**config.mk**
```make
export PLATFORM = sky130hd
export DESIGN_NAME = alu_operand_arbiter
export DESIGN_NICKNAME = d
export VERILOG_FILES = /design/src/rtl/alu_operand_arbiter_pkg.sv /design/src/rtl/alu_operand_arbiter_rr_priority_pick4.sv /design/src/rtl/alu_operand_arbiter.sv
export SDC_FILE = /design/constraint.sdc
export NUM_CORES = 1
export LEC_CHECK = 0
export BUFFER_PORTS_ARGS = -buffer_cell sky130_fd_sc_hd__buf_2
export CAP_MARGIN = 25
export CORE_UTILIZATION = 42
export CTS_CLUSTER_DIAMETER = 50
export DETAILED_ROUTE_END_ITERATION = 12
export PLACE_DENSITY = 0.81
export SETUP_SLACK_MARGIN = 0.1
export SLEW_MARGIN = 20
export SYNTH_ARGS = -nofsm -noshare
export SYNTH_HDL_FRONTEND = slang
export SYNTH_SLANG_ARGS = --single-unit
```
**constraint.sdc**
```tcl
create_clock -name clk -period 5.94 [get_ports clk]
set_clock_uncertainty 0.2 [all_clocks]
set_input_delay 0 -clock clk [delete_from_list [all_inputs] [get_ports clk]]
set_output_delay 0 -clock clk [all_outputs]
set_load 0.1 [all_outputs]
```
**src/rtl/alu_operand_arbiter_pkg.sv**
```systemverilog
// Shared constants and types for the four-port ALU operand arbiter.
// State encoding is fixed so the select/grant timing can be traced in waveforms by value.
package alu_operand_arbiter_pkg;

    localparam int NUM_REQ   = 4;
    localparam int ALU_WIDTH = 32;

    typedef enum logic [1:0] {
        IDLE  = 2'd0,
        ISSUE = 2'd1,
        WAIT  = 2'd2,
        DONE  = 2'd3
    } arb_state_t;

    function automatic logic [NUM_REQ-1:0] onehot4(input logic [1:0] idx);
        return 4'b0001 << idx;
    endfunction

endpackage

```
**src/rtl/alu_operand_arbiter_rr_priority_pick4.sv**
```systemverilog
// Round-robin pick among four requesters: first set bit strictly after the pointer, with wrap.
// The pointer's own requester has the lowest priority.
module rr_priority_pick4
    import alu_operand_arbiter_pkg::*;
(
    input  logic [NUM_REQ-1:0] req,
    input  logic [1:0]         pointer,
    output logic [1:0]         index,
    output logic               any
);

    logic [1:0] cand;

    always_comb begin
        index = '0;
        cand  = '0;
        any   = |req;
        // Walk from farthest to nearest so the nearest set bit after the pointer wins.
        for (int k = NUM_REQ; k >= 1; k--) begin
            cand = pointer + 2'(k);
            if (req[cand]) begin
                index = cand;
            end
        end
    end

endmodule

```
**src/rtl/alu_operand_arbiter.sv**
```systemverilog
// Shares one ALU between four requesters: round-robin grant, operand mux select,
// issue strobe, latency wait, result capture and per-requester done pulse.
//
// state | meaning
// IDLE  | no transaction; arbitrate among pending requests
// ISSUE | operands selected, alu_start strobed, wait counter loaded
// WAIT  | ALU computing; result captured when counter reaches zero
// DONE  | done pulse to granted requester; pointer advanced; grant released
module alu_operand_arbiter
    import alu_operand_arbiter_pkg::*;
#(
    parameter int WIDTH   = ALU_WIDTH,
    parameter int ALU_LAT = 1
)
(
    input  logic                clk,
    input  logic                rst,
    input  logic [NUM_REQ-1:0]  req,
    output logic [NUM_REQ-1:0]  gnt,
    output logic                sel1,
    output logic                sel0,
    output logic                alu_start,
    input  logic [WIDTH-1:0]    alu_result,
    output logic [WIDTH-1:0]    result,
    output logic [NUM_REQ-1:0]  done
);

    localparam logic [3:0] LAT_LOAD = 4'(ALU_LAT - 1);

    arb_state_t          state, state_nxt;
    logic [NUM_REQ-1:0]  gnt_q, gnt_nxt;
    logic [1:0]          idx_q, idx_nxt;
    logic [1:0]          ptr_q, ptr_nxt;
    logic [3:0]          cnt_q, cnt_nxt;
    logic [WIDTH-1:0]    result_q, result_nxt;

    logic [1:0]          pick_idx;
    logic                pick_any;

    rr_priority_pick4 u_pick (
        .req     (req),
        .pointer (ptr_q),
        .index   (pick_idx),
        .any     (pick_any)
    );

    always_ff @(posedge clk or posedge rst) begin
        if (rst) begin
            state    <= IDLE;
            gnt_q    <= '0;
            idx_q    <= '0;
            ptr_q    <= 2'd3;
            cnt_q    <= '0;
            result_q <= '0;
        end else begin
            state    <= state_nxt;
            gnt_q    <= gnt_nxt;
            idx_q    <= idx_nxt;
            ptr_q    <= ptr_nxt;
            cnt_q    <= cnt_nxt;
            result_q <= result_nxt;
        end
    end

    always_comb begin
        state_nxt  = state;
        gnt_nxt    = gnt_q;
        idx_nxt    = idx_q;
        ptr_nxt    = ptr_q;
        cnt_nxt    = cnt_q;
        result_nxt = result_q;
        case (state)
            IDLE: begin
                if (pick_any) begin
                    gnt_nxt   = onehot4(pick_idx);
                    idx_nxt   = pick_idx;
                    state_nxt = ISSUE;
                end
            end
            ISSUE: begin
                cnt_nxt   = LAT_LOAD;
                state_nxt = WAIT;
            end
            WAIT: begin
                if (cnt_q == 4'd0) begin
                    result_nxt = alu_result;
                    state_nxt  = DONE;
                end else begin
                    cnt_nxt = cnt_q - 4'd1;
                end
            end
            DONE: begin
                ptr_nxt   = idx_q;
                gnt_nxt   = '0;
                idx_nxt   = '0;
                state_nxt = IDLE;
            end
            default: state_nxt = IDLE;
        endcase
    end

    // Select comes from the registered index so it cannot move while the ALU computes.
    assign gnt       = gnt_q;
    assign sel1      = idx_q[1];
    assign sel0      = idx_q[0];
    assign alu_start = (state == ISSUE);
    assign done      = (state == DONE) ? gnt_q : '0;
    assign result    = result_q;

endmodule

```
==> results.toml <==
[final_layout]
num_antenna_cells = 0
drive_gt1_share_pct = 48.9
fin_util_pct = 65.4
multi_input_area_um2 = 813
fin_nets = 311
area.sequential_um2 = 1150
fill_cells = 341
area_growth_syn_to_layout_pct = 44.5

[cts]
numCtsBuffers = 5
insertion_delay_ps = 290
cts_max_level = 2
post-cts-setup-buffers = 0
cts_sinks = 46
clk_pin_slew_ps = 80
cts_resized = 0
cts_root_buf = "clkbuf_8"
ctsHoldBuffers = 33
cts_tree = "done"
clockBufferDepth = 2

[worst_setup_path]
required_ps = 5920
path_class = "flop to flop"
end_kind = "flop"
r2r_start = "state[0]"
r2r_end = "result[13]"
arrival_ps = 2100
cp-startpoint = "state[0]"
reg2reg_slack_ps = 3820
r2r_cells = 5
worstSetupStartpointType = "flop"
critPathCapture = "result[13]"
crit_fanout = 32

[global_routing]
globalRouteMet3Util_pct = 4.36
grt_usage_pct = 18.4
grt_pass1_vias = 1636
antenna_found_initial = 0
grt_use_met1_pct = 22.0
global_route.peak_usage_layer = "met2"
grt_use_met2_pct = 32.5
grt_max_degree = 47
grt.overflow.total = 0
grt_pass1_wl_um = 7380

[logic_synthesis]
synth-edff-count = 0
seq_area_frac_synth_pct = 56.6
synthTopCellsByArea = "dfrtp_1, mux2_2, ha_1, dfstp_2, buf_6"
synth.net_count = 194
syn_area_um2 = 2040
syn_avg_cell_area_um2 = 13.6
ys_warn_count = 0
ys_types = 35
synth_top_cell_by_area = "dfrtp_1"
postSynth.asyncResetShare_pct = 100
synthCells = 150
synth-seq-cells = 46
synthFlopType = "dfrtp_1"
yosysMostFrequentCell = "dfrtp_1"
synth_common_cells = "dfrtp_1, mux2_2, inv_1"
netlist.area_leader.share_pct = 54.0

[sta]
slew_headroom_pct = 62.7
setup_viol = 0
finalHoldViolations = 0
period_share_pct = 35.7
finalMaxSlewViolations = 0
hold_slack_ps = 9.97
fmax_mhz = 471
rsz0062_at_grt = "no"
setup_tns_ps = 0
period_minus_slack_ps = 2120
worst-slew-pin-transition_ps = 559

[placed_design]
dpl.hpwl_um = 2650
gp_routability_congestion = 0.783
numPortBuffers = 80

[floorplanning]
dieHeight_um = 71.7
core_area_um2 = 4500
die-area_um2 = 5140
fp.dieW_um = 71.7
io_pins = 81
start_util_pct = 45.3
num_rows = 24

[min_path]
hold_class = "input port to flop"

[routing]
antenna_left = 0
drc_errors = 0
vias = 1569
drtPass1Iterations = 5
vias_per_cell = 4.90
detail_route.iter0.violations = 38
wl_um = 4410
routedWlPerCell_um = 13.8

[run_status]
status = "completed"

[job]
max_cap_violations = 0
==> routing by layer <==
metal  wire length [µm]  vias up  share of wire [%]
li1                   -      762                  -
met1               1930      732                 44
met2               2110       68                 48
met3                310        7                7.0
met4                 61        0                1.4
met5                  0        -                  0
==> cells by family (layout without fill, tap and decap cells) <==
kind of cell / Yosys count / count (layout) / share of synthesized area [%]
flops: 46 / 46 / 56.6
mux: 36 / 36 / 19.8
simple gates: 30 / 30 / 9.39
compound gates: 20 / 20 / 6.99
buf+inv: 12 / 130 / 3.56
fa+ha+maj: 6 / 6 / 3.68
==> layout by cell type (no fill, tap or decap), drive strengths merged <==
cell type     n
o31ai         3
nor4          1
nand4         1
nor3b         2
o21a          1
a21o          1
a21oi         1
mux2         35
a211o         1
inv           6
nand3b        1
mux2i         1
clkinv        1
dfstp         2
or2b          1
nand2         6
bufinv        2
nor3          2
a2111oi       1
clkbuf        6
ha            6
nor2          4
dfrtp        44
a22o          2
a21boi        1
o21ai         7
nand3         3
buf          82
a211oi        2
nand2b        5
and2          4
dlygate4sd3  33
==> sequential cells by signal (all words and copies together), names as in the netlist <==
name    flops
result     32
cnt_q       4
gnt         4
idx_q       2
ptr_q       2
state       2
==> through the flow <==
stage / area, µm² / cells / worst slack [ps]
floorplan: 2040 / 150 / 3940
global placement: 2470 / 279 / 3870
detailed placement: 2470 / 279 / 3830
CTS: 2950 / 320 / 3810
global route: 2950 / 320 / 3670
finish: 2950 / 320 / 3820
==> worst max-delay path: stages, from the launching register on <==
cell and delay (ps):
dfrtp_1 410, inv_1 120, ha_1 280, nor3b_4 210
buf_4 380, mux2_2 390
==> worst min-delay path by stage <==
stage | from | end | cells past startpoint
after floorplan | alu_result[0] | result[0] | 1
final | req[0] | state[0] | 4
after global placement | rst | idx_q[0] | 3
after global routing | req[0] | state[0] | 4
after detailed placement | rst | idx_q[0] | 3
after CTS | req[0] | state[0] | 4
==> final cells by class <==
cell class | count | area share (%)
Sequential cell | 46 | 39.2
Multi-Input combinational cell | 92 | 27.6
Clock buffer | 6 | 2.80
Timing Repair Buffer | 115 | 25.3
Tap cell | 52 | 2.21
Clock inverter | 2 | 2.04
Inverter | 7 | 0.892
Power is left out: the tool's default activity adds up to more than one toggle a clock period on the data nets, which glitch-free logic cannot reach.
